## config.mk

```make
export PLATFORM = sky130hd
export DESIGN_NAME = dmem_port_arbiter_flat
export DESIGN_NICKNAME = d
export VERILOG_FILES = /design/src/rtl/dmem_port_arbiter_if.sv /design/src/rtl/dmem_port_arbiter.sv /design/src/flat_wrapper.sv
export SDC_FILE = /design/constraint.sdc
export NUM_CORES = 1
export LEC_CHECK = 0
export CAP_MARGIN = 20
export CORE_MARGIN = 2
export CORE_UTILIZATION = 42
export DETAILED_ROUTE_END_ITERATION = 16
export PLACE_DENSITY_LB_ADDON = 0.25
export SETUP_SLACK_MARGIN = 0.4
export SLEW_MARGIN = 20
export SYNTH_ARGS = -nofsm -noshare
export SYNTH_HDL_FRONTEND = slang
export SYNTH_SLANG_ARGS = --single-unit
export TNS_END_PERCENT = 50
```

## constraint.sdc

```tcl
create_clock -name clk -period 5.4 [get_ports clk]
set_input_delay 1.08 -clock clk [delete_from_list [all_inputs] [get_ports clk]]
set_output_delay 1.08 -clock clk [all_outputs]
set_load 0.01 [all_outputs]
```

## src/rtl/dmem_port_arbiter_if.sv

```systemverilog
// Bus bundle between the CPU memory stage, the loader port and the single-port
// data memory; the arbiter sits on the slave side.
interface dmem_port_arbiter_if #(
  parameter int ADDR_W = 10,
  parameter int DATA_W = 32
);
  logic              cpuReq, cpuWe, cpuGnt, cpuStall, cpuRdValid;
  logic [ADDR_W-1:0] cpuAddr;
  logic [DATA_W-1:0] cpuWrData, cpuRdData;

  logic              ldrReq, ldrLock, ldrWe, ldrGnt, ldrRdValid;
  logic [ADDR_W-1:0] ldrAddr;
  logic [DATA_W-1:0] ldrWrData, ldrRdData;

  logic              memWrEnable, memRdEnable;
  logic [ADDR_W-1:0] memWrAddress, memRdAddress;
  logic [DATA_W-1:0] memWrData, memRdData;

  modport slave (
    input  cpuReq, cpuWe, cpuAddr, cpuWrData,
    output cpuGnt, cpuStall, cpuRdValid, cpuRdData,
    input  ldrReq, ldrLock, ldrWe, ldrAddr, ldrWrData,
    output ldrGnt, ldrRdValid, ldrRdData,
    output memWrEnable, memWrAddress, memWrData, memRdEnable, memRdAddress,
    input  memRdData
  );

  modport master (
    output cpuReq, cpuWe, cpuAddr, cpuWrData,
    input  cpuGnt, cpuStall, cpuRdValid, cpuRdData,
    output ldrReq, ldrLock, ldrWe, ldrAddr, ldrWrData,
    input  ldrGnt, ldrRdValid, ldrRdData,
    input  memWrEnable, memWrAddress, memWrData, memRdEnable, memRdAddress,
    output memRdData
  );
endinterface

```

## src/rtl/dmem_port_arbiter.sv

```systemverilog
// Single-grant arbiter sharing one data-memory port between the CPU and the loader,
// with round-robin on contention and bounded loader lock bursts.
module dmem_port_arbiter_rdret #(
  parameter int DATA_W = 32
) (
  input  logic              clk,
  input  logic              rst_n,
  input  logic              rd_gnt_i,
  input  logic [DATA_W-1:0] rd_data_i,
  output logic              rd_vld_o,
  output logic [DATA_W-1:0] rd_data_o
);
  logic              vld_q;
  logic [DATA_W-1:0] data_q;

  always_ff @(posedge clk or negedge rst_n) begin
    if (!rst_n) begin
      vld_q  <= 1'b0;
      data_q <= '0;
    end else begin
      vld_q <= rd_gnt_i;
      if (rd_gnt_i) data_q <= rd_data_i;
    end
  end

  assign rd_vld_o  = vld_q;
  assign rd_data_o = data_q;
endmodule

module dmem_port_arbiter #(
  parameter int ADDR_W    = 10,
  parameter int DATA_W    = 32,
  parameter int MAX_BURST = 4
) (
  input logic               clk,
  input logic               rst_n,
  dmem_port_arbiter_if.slave bus
);
  localparam int NUM_PORTS = 2;   // 0 = CPU, 1 = loader
  localparam int CNT_W     = $clog2(MAX_BURST + 1);
  localparam logic [CNT_W-1:0] BURST_MAX = CNT_W'(MAX_BURST);

  typedef enum logic [1:0] {S_IDLE, S_CPU, S_LDR, S_LOCK} state_e;

  state_e           state_q, state_d;
  logic             last_ldr_q, last_ldr_d;
  logic [CNT_W-1:0] burst_q, burst_d;
  logic             cpu_gnt, ldr_gnt, gnt_any, we_sel;
  logic [ADDR_W-1:0] addr_sel;
  logic [DATA_W-1:0] wdata_sel;

  // Grants are forced low during reset so nothing reaches the memory.
  always_comb begin
    cpu_gnt = 1'b0;
    ldr_gnt = 1'b0;
    if (rst_n) begin
      if (bus.cpuReq && bus.ldrReq) begin
        if (burst_q == BURST_MAX)  cpu_gnt = 1'b1;
        else if (state_q == S_LOCK) ldr_gnt = 1'b1;
        else if (last_ldr_q)        cpu_gnt = 1'b1;
        else                        ldr_gnt = 1'b1;
      end else begin
        cpu_gnt = bus.cpuReq;
        ldr_gnt = bus.ldrReq;
      end
    end
  end

  // Burst counter only advances while the CPU is actually being held off.
  always_comb begin
    state_d    = S_IDLE;
    last_ldr_d = last_ldr_q;
    burst_d    = '0;
    if (cpu_gnt) begin
      state_d    = S_CPU;
      last_ldr_d = 1'b0;
    end else if (ldr_gnt) begin
      last_ldr_d = 1'b1;
      if (bus.ldrLock) begin
        state_d = S_LOCK;
        burst_d = (bus.cpuReq && burst_q != BURST_MAX) ? burst_q + 1'b1 : burst_q;
      end else begin
        state_d = S_LDR;
      end
    end
  end

  always_ff @(posedge clk or negedge rst_n) begin
    if (!rst_n) begin
      state_q    <= S_IDLE;
      last_ldr_q <= 1'b1;
      burst_q    <= '0;
    end else begin
      state_q    <= state_d;
      last_ldr_q <= last_ldr_d;
      burst_q    <= burst_d;
    end
  end

  assign gnt_any   = cpu_gnt | ldr_gnt;
  assign we_sel    = cpu_gnt ? bus.cpuWe     : bus.ldrWe;
  assign addr_sel  = cpu_gnt ? bus.cpuAddr   : bus.ldrAddr;
  assign wdata_sel = cpu_gnt ? bus.cpuWrData : bus.ldrWrData;

  assign bus.cpuGnt       = cpu_gnt;
  assign bus.ldrGnt       = ldr_gnt;
  assign bus.cpuStall     = rst_n & bus.cpuReq & ~cpu_gnt;
  assign bus.memWrEnable  = gnt_any & we_sel;
  assign bus.memRdEnable  = gnt_any & ~we_sel;
  assign bus.memWrAddress = bus.memWrEnable ? addr_sel  : '0;
  assign bus.memWrData    = bus.memWrEnable ? wdata_sel : '0;
  assign bus.memRdAddress = bus.memRdEnable ? addr_sel  : '0;

  logic [NUM_PORTS-1:0]             rd_gnt, rd_vld;
  logic [NUM_PORTS-1:0][DATA_W-1:0] rd_data;

  assign rd_gnt[0] = cpu_gnt & ~bus.cpuWe;
  assign rd_gnt[1] = ldr_gnt & ~bus.ldrWe;

  for (genvar p = 0; p < NUM_PORTS; p++) begin : g_rdret
    dmem_port_arbiter_rdret #(.DATA_W(DATA_W)) u_rdret (
      .clk       (clk),
      .rst_n     (rst_n),
      .rd_gnt_i  (rd_gnt[p]),
      .rd_data_i (bus.memRdData),
      .rd_vld_o  (rd_vld[p]),
      .rd_data_o (rd_data[p])
    );
  end

  assign bus.cpuRdValid = rd_vld[0];
  assign bus.cpuRdData  = rd_data[0];
  assign bus.ldrRdValid = rd_vld[1];
  assign bus.ldrRdData  = rd_data[1];
endmodule

```

## src/flat_wrapper.sv

```systemverilog
// flat-port wrapper written by rule: the top's interface ports become plain ports
module dmem_port_arbiter_flat 
#(
  parameter int ADDR_W    = 10,
  parameter int DATA_W    = 32,
  parameter int MAX_BURST = 4
)
  (clk, rst_n, bus_cpuReq, bus_cpuWe, bus_cpuAddr, bus_cpuWrData, bus_cpuGnt, bus_cpuStall, bus_cpuRdValid, bus_cpuRdData, bus_ldrReq, bus_ldrLock, bus_ldrWe, bus_ldrAddr, bus_ldrWrData, bus_ldrGnt, bus_ldrRdValid, bus_ldrRdData, bus_memWrEnable, bus_memWrAddress, bus_memWrData, bus_memRdEnable, bus_memRdAddress, bus_memRdData);
  dmem_port_arbiter_if #(.ADDR_W(ADDR_W), .DATA_W(DATA_W)) bus_i ();
  input logic clk;
  input logic rst_n;
  input wire logic [$bits(bus_i.cpuReq)-1:0] bus_cpuReq;
  input wire logic [$bits(bus_i.cpuWe)-1:0] bus_cpuWe;
  input wire logic [$bits(bus_i.cpuAddr)-1:0] bus_cpuAddr;
  input wire logic [$bits(bus_i.cpuWrData)-1:0] bus_cpuWrData;
  output wire logic [$bits(bus_i.cpuGnt)-1:0] bus_cpuGnt;
  output wire logic [$bits(bus_i.cpuStall)-1:0] bus_cpuStall;
  output wire logic [$bits(bus_i.cpuRdValid)-1:0] bus_cpuRdValid;
  output wire logic [$bits(bus_i.cpuRdData)-1:0] bus_cpuRdData;
  input wire logic [$bits(bus_i.ldrReq)-1:0] bus_ldrReq;
  input wire logic [$bits(bus_i.ldrLock)-1:0] bus_ldrLock;
  input wire logic [$bits(bus_i.ldrWe)-1:0] bus_ldrWe;
  input wire logic [$bits(bus_i.ldrAddr)-1:0] bus_ldrAddr;
  input wire logic [$bits(bus_i.ldrWrData)-1:0] bus_ldrWrData;
  output wire logic [$bits(bus_i.ldrGnt)-1:0] bus_ldrGnt;
  output wire logic [$bits(bus_i.ldrRdValid)-1:0] bus_ldrRdValid;
  output wire logic [$bits(bus_i.ldrRdData)-1:0] bus_ldrRdData;
  output wire logic [$bits(bus_i.memWrEnable)-1:0] bus_memWrEnable;
  output wire logic [$bits(bus_i.memWrAddress)-1:0] bus_memWrAddress;
  output wire logic [$bits(bus_i.memWrData)-1:0] bus_memWrData;
  output wire logic [$bits(bus_i.memRdEnable)-1:0] bus_memRdEnable;
  output wire logic [$bits(bus_i.memRdAddress)-1:0] bus_memRdAddress;
  input wire logic [$bits(bus_i.memRdData)-1:0] bus_memRdData;
  assign bus_i.cpuReq = bus_cpuReq;
  assign bus_i.cpuWe = bus_cpuWe;
  assign bus_i.cpuAddr = bus_cpuAddr;
  assign bus_i.cpuWrData = bus_cpuWrData;
  assign bus_cpuGnt = bus_i.cpuGnt;
  assign bus_cpuStall = bus_i.cpuStall;
  assign bus_cpuRdValid = bus_i.cpuRdValid;
  assign bus_cpuRdData = bus_i.cpuRdData;
  assign bus_i.ldrReq = bus_ldrReq;
  assign bus_i.ldrLock = bus_ldrLock;
  assign bus_i.ldrWe = bus_ldrWe;
  assign bus_i.ldrAddr = bus_ldrAddr;
  assign bus_i.ldrWrData = bus_ldrWrData;
  assign bus_ldrGnt = bus_i.ldrGnt;
  assign bus_ldrRdValid = bus_i.ldrRdValid;
  assign bus_ldrRdData = bus_i.ldrRdData;
  assign bus_memWrEnable = bus_i.memWrEnable;
  assign bus_memWrAddress = bus_i.memWrAddress;
  assign bus_memWrData = bus_i.memWrData;
  assign bus_memRdEnable = bus_i.memRdEnable;
  assign bus_memRdAddress = bus_i.memRdAddress;
  assign bus_i.memRdData = bus_memRdData;
  dmem_port_arbiter #(.ADDR_W(ADDR_W), .DATA_W(DATA_W), .MAX_BURST(MAX_BURST)) u_core (.clk(clk), .rst_n(rst_n), .bus(bus_i));
endmodule
```

Word level (Yosys, flattened, before mapping). Cells that the tools add are included.

Logic and storage cells: 51. Input port bits: 123. Output and inout bits: 123. Bits in registers: 72.

Equal/unequal tests: 4. Reduce and logical (&&, ||, !) cells: 3. Bitwise logic cells: 11. Multiplexer cells: 25. $add $sub $neg: 1.

Operators by type and width (number): $mux W32 (2); $mux W10 (3); $mux W1 (14); $mux W3 (4); $and A1 B1 Y1 (6); $mux W2 (2); $ne A4 B3 Y1 const B (1); $not A1 Y1 (4); $add A3 B1 Y3 const B (1); $eq A3 B3 Y1 const B (1); $ne A3 B3 Y1 const B (1); $eq A2 B2 Y1 const B (1); $logic_and A1 B1 Y1 (2); $reduce_bool A2 Y1 (1); $or A1 B1 Y1 (1).

Depth between registers and ports, before layout.
Depth after elaboration: 9. Depth in mapped cells: 7. Gate-level depth less buffers: 6.

Cells and area by module. A second synthesis with hierarchy kept.

Cells, all modules: 289. Area, all modules: 3941.3 µm².

Modules (own cells, without submodules): dmem_port_arbiter_rdret (area each 1370.1 µm², instances 2, cells each 69, seq. area each 825.8 µm²); dmem_port_arbiter (area each 1201.2 µm², instances 1, cells each 151, seq. area each 151.4 µm²).

Least setup slack after synthesis. OpenSTA, ideal clock, no wires.

Path kind: in2out. From: in bus_ldrReq. To: out bus_memWrAddress[0]. Slack: 2016 ps. Buffers on the path: 3. Required time: 4320 ps. Stages on the path: 6. Arrival: 2304 ps. Cells stage by stage: buf_2 > and2_1 > clkbuf_1 > o2111ai_1 > clkbuf_1 > a32oi_1.

Word-level cells in the longest chain between the ends: 6. Elaborated cells between the ends (all ways): 10. Classes of those cells: mux (7); bitwise (2); reduce/logical (1).

Ends and longest elaborated chain: start, declared (RTL line flat_wrapper.sv:20) `input wire logic [$bits(bus_i.ldrReq)-1:0] bus_ldrReq;`; $logic_and A1 B1 Y1 (RTL line dmem_port_arbiter.sv:57) `if (bus.cpuReq && bus.ldrReq) begin`; $mux W1 (RTL line dmem_port_arbiter.sv:57); $mux W1 (RTL line dmem_port_arbiter.sv:56) `if (rst_n) begin`; $or A1 B1 Y1 or $mux W1 (tied branches) (RTL line dmem_port_arbiter.sv:100, dmem_port_arbiter.sv:101); $and A1 B1 Y1 (RTL line dmem_port_arbiter.sv:108) `assign bus.memWrEnable = gnt_any & we_sel;`; $mux W10 * (RTL line dmem_port_arbiter.sv:110) `assign bus.memWrAddress = bus.memWrEnable ? addr_sel : '0;`; end, declared (RTL line flat_wrapper.sv:29) `output wire logic [$bits(bus_i.memWrAddress)-1:0] bus_memWrAddress;`.

Mark *: on every way between the ends. The rest lies on a longest branch, timed or not.

Final worst setup path.
From: in bus_cpuReq. To: out bus_memWrData[14].

Word-level cells in the longest chain between the ends: 6. Elaborated cells between the ends (all ways): 10. Classes of those cells: mux (7); bitwise (2); reduce/logical (1).

Ends and longest elaborated chain: start, declared (RTL line flat_wrapper.sv:12) `input wire logic [$bits(bus_i.cpuReq)-1:0] bus_cpuReq;`; $logic_and A1 B1 Y1 (RTL line dmem_port_arbiter.sv:57); $mux W1 (RTL line dmem_port_arbiter.sv:57); $mux W1 (RTL line dmem_port_arbiter.sv:56); $or A1 B1 Y1 or $mux W1 (tied branches) (RTL line dmem_port_arbiter.sv:100, dmem_port_arbiter.sv:101); $and A1 B1 Y1 (RTL line dmem_port_arbiter.sv:108); $mux W32 * (RTL line dmem_port_arbiter.sv:111) `assign bus.memWrData = bus.memWrEnable ? wdata_sel : '0;`; end, declared (RTL line flat_wrapper.sv:30) `output wire logic [$bits(bus_i.memWrData)-1:0] bus_memWrData;`.

Marks and branches as above.

==> out/results.txt <==
outcome: finished clean
DIE HEIGHT: 105.4 µm
DRC viols: 0
GR Overflow Total: 0
reg-to-reg endpoint: u_core.g_rdret[0].u_rdret.rd_data_o[15]
Final HPWL DP: 11110 µm
Post-Layout Inst Area: 7073 µm²
violation count after the first detailed-route iteration: 385
synthesis-to-layout area growth: 63.95%
GP Congestion: 0.8519
Critical R2R Launch: u_core.burst_q[0]
first-pass GRT wire length: 24570 µm
Multi-input gate area: 2301 µm²
DRT Wirelength: 15660 µm
met3 Usage GRT: 8.101%
Netlist cell types: 35
Critical Path RT: 4.32 ns
Worst Max-Slew Pin Slew: 0.9627 ns
max-cap viol count: 0
Fillers: 738
final setup vio count: 0
H-tree depth: 3
Comb pwr share: 39.7%
synthesized cell area: 4314 µm²
GR Layer Usage met2: 46.68%
Via density: 5.947
largest net degree at the start of global routing: 67
Synth Register Bits: 72
relative slew slack: 35.66%
Int Pwr: 1.323 mW
post-synth net total: 539
CTS buffer count: 9
Fin Clk Skew: 0.01891 ns
power share of the clock group: 22.5%
TritonCTS clock tree: built
Cells after Synth: 414
power density over the cells: 271.8 nW/µm²
placeable core area: 9864 µm²
HP Class: reg -> reg
total power: 1.922 mW
WHS Path Cells: 1
DR pass1 iterations: 5
Reg2Reg Depth: 6
sw power: 0.5989 mW
Root Driver: clkbuf_8
CP endpoint kind: primary output
crit path DAT: 3.56 ns
io pins: 246
initial antenna violation count: 0
cts repair resizes: 0
Core Rows: 36
sequential power share: 37.8%
DIE AREA: 11100 µm²
worst-skew pair later-pin latency: 0.35 ns
Final min period: 4.644 ns
fraction of layout cells with a size suffix above 1: 15.83%
IO buf count: 245
Hold Worst Slack: 0.5061 ns
worst vdd rail ir drop: 0.3088 mV
FMAX: 215.3 MHz
Initial Util: 43.73%
Die X: 105.4 µm
average size of a mapped cell: 10.42 µm²
switch share: 31.15%
clk sinks: 72
Hold Crit Start: u_core.g_rdret[0].u_rdret.rd_data_o[6]
crit path kind: in -> out
Post-CTS Hold Fix Bufs: 0
Slew Viols, Final: 0
Post-synth EDFFs: 0
CTS clk-pin slew, worst paths: 0.09 ns
ys flop type: dfrtp_1
Post-DP Area: 6843 µm²
Worst Hold End: u_core.g_rdret[0].u_rdret.rd_data_o[6]
Post-synth ARST share: 100.0%
met1 usage: 33.18%
unrepaired setup endpoints after global routing: no
sequential cell area fraction in the yosys report: 41.79%
Worst Path Max Fanout: 24
CP startpoint kind: primary input
All-Layer GR Usage: 27.43%
final period utilization: 86.01%
Final nets: 758
layer with the highest usage: met2
Synthesis Warnings: 0
Ant. Diodes: 0
wire per inst: 20.31 µm
vias in the first global route: 4637
post-CTS setup buffers: 0
CTS max path bufs: 2
Final Hold Viols: 0
Vias: 4585
leakage power: 2.684 nW
R2R setup slack: 2.65 ns
Final ANT Viol Nets: 0
total negative slack: 0 ns
FF/Latch Area: 1803 µm²
==> power groups by stage <==
stage	clock (mW)	sequential [mW]	combinational, mW
after CTS	0.442	0.728	0.766
after global routing	0.467	0.742	0.809
after floorplan	0	0.783	0.243
final	0.433	0.727	0.763
after detailed placement	0	0.736	0.759
after global placement	0	0.726	0.746
==> worst max-delay path by stage <==
stage | from | endpoint | slack [ns] | depth (start not counted)
after floorplan | bus_ldrReq | bus_memWrAddress[0] | 2.02 | 6
after CTS | bus_ldrReq | bus_memWrData[14] | 0.57 | 5
final | bus_cpuReq | bus_memWrData[14] | 0.76 | 6
after global placement | bus_ldrReq | bus_memWrData[14] | 0.66 | 5
after detailed placement | bus_ldrReq | bus_memWrData[14] | 0.61 | 5
after global routing | bus_cpuReq | bus_memWrData[14] | 0.70 | 6
==> cell usage after synthesis, types with 2 or more instances <==
cell type / instances / area (µm²)
dfrtp_1: 71 / 1777
o211ai_1: 42 / 315.3
nor2b_1: 10 / 62.56
a32o_1: 10 / 100.1
nand4_1: 42 / 262.8
mux2_1: 3 / 33.78
o211ai_2: 2 / 25.02
o211a_1: 2 / 20.02
nand2_1: 47 / 176.4
inv_1: 4 / 15.01
and2_1: 3 / 18.77
nor2_1: 2 / 7.510
nand3_1: 2 / 10.01
o21ai_0: 2 / 10.01
o2111ai_1: 2 / 17.52
a32oi_1: 42 / 367.9
buf_6: 4 / 45.04
a21bo_2: 2 / 20.02
buf_2: 10 / 50.05
mux2_2: 61 / 686.9
clkbuf_1: 36 / 135.1
ha_1: 2 / 25.02
==> worst max-delay path, stage by stage <==
cell             delay, ns
clkdlybuf4s50_1       0.62
and2_2                0.54
o211ai_4              0.20
buf_4                 0.26
a32oi_1               0.26
clkdlybuf4s50_1       0.59
==> state kept, by name, indices dropped and copies added (netlist names) <==
| register | count |
|---|---|
| u_core.burst_q | 3 |
| u_core.g_rdret.u_rdret.rd_vld_o | 2 |
| u_core.last_ldr_q | 1 |
| u_core.g_rdret.u_rdret.rd_data_o | 64 |
| u_core.state_q | 2 |
==> metal layers <==
metal | share of wire [%] | wire (µm)
met1 | 39 | 6063
met2 | 49 | 7748
met3 | 9.4 | 1471
met4 | 2.4 | 374
met5 | 0 | 0
==> metrics by stage <==
stage	cells	util, %	setup WS [ns]
floorplan	414	-	2.016
global placement	754	69.37	0.6610
detailed placement	754	69.37	0.6061
CTS	770	71.42	0.5749
global route	771	71.70	0.6977
finish	771	71.70	0.7556
==> kinds of logic (layout without fill, tap and decap cells) <==
| family | Yosys count | in the layout | share of synthesized area, % |
|---|---|---|---|
| XOR/XNOR | 1 | 1 | 0.2031 |
| AO/OA/AOI/OAI | 109 | 109 | 21.55 |
| adder cells (fa/ha/maj) | 2 | 2 | 0.5800 |
| flip-flops | 72 | 72 | 41.79 |
| multiplexers | 65 | 65 | 16.94 |
| AND/OR/NAND/NOR | 110 | 110 | 13.17 |
| buffers and inverters | 55 | 279 | 5.771 |
==> cells in the final DEF (no fill, tap or decap), drive strengths merged, types with 2 or more instances in the layout <==
master and instances:
nand3 2, a21boi 2, a32o 10, a21bo 2, nand2 47, o2111ai 2, clkbuf 9, o21ai 2
clkdlybuf4s50 244, inv 6, ha 2, o211a 2, nor2b 10, o211ai 44, mux2 64, a32oi 42
nand4 42, clkinvlp 2, buf 15, and2 3, clkinv 2, nor2 2, dfrtp 71
==> layout make-up <==
class / instances / share of cell area [%]
clock buffer: 9 / 1.751
clock inverter: 7 / 1.114
tap: 133 / 2.353
timing repair buffer: 259 / 36.55
multi-input combinational: 287 / 32.53
sequential: 72 / 25.49
inverter: 4 / 0.2123
Note: power is estimated with default switching activity, not from simulation.
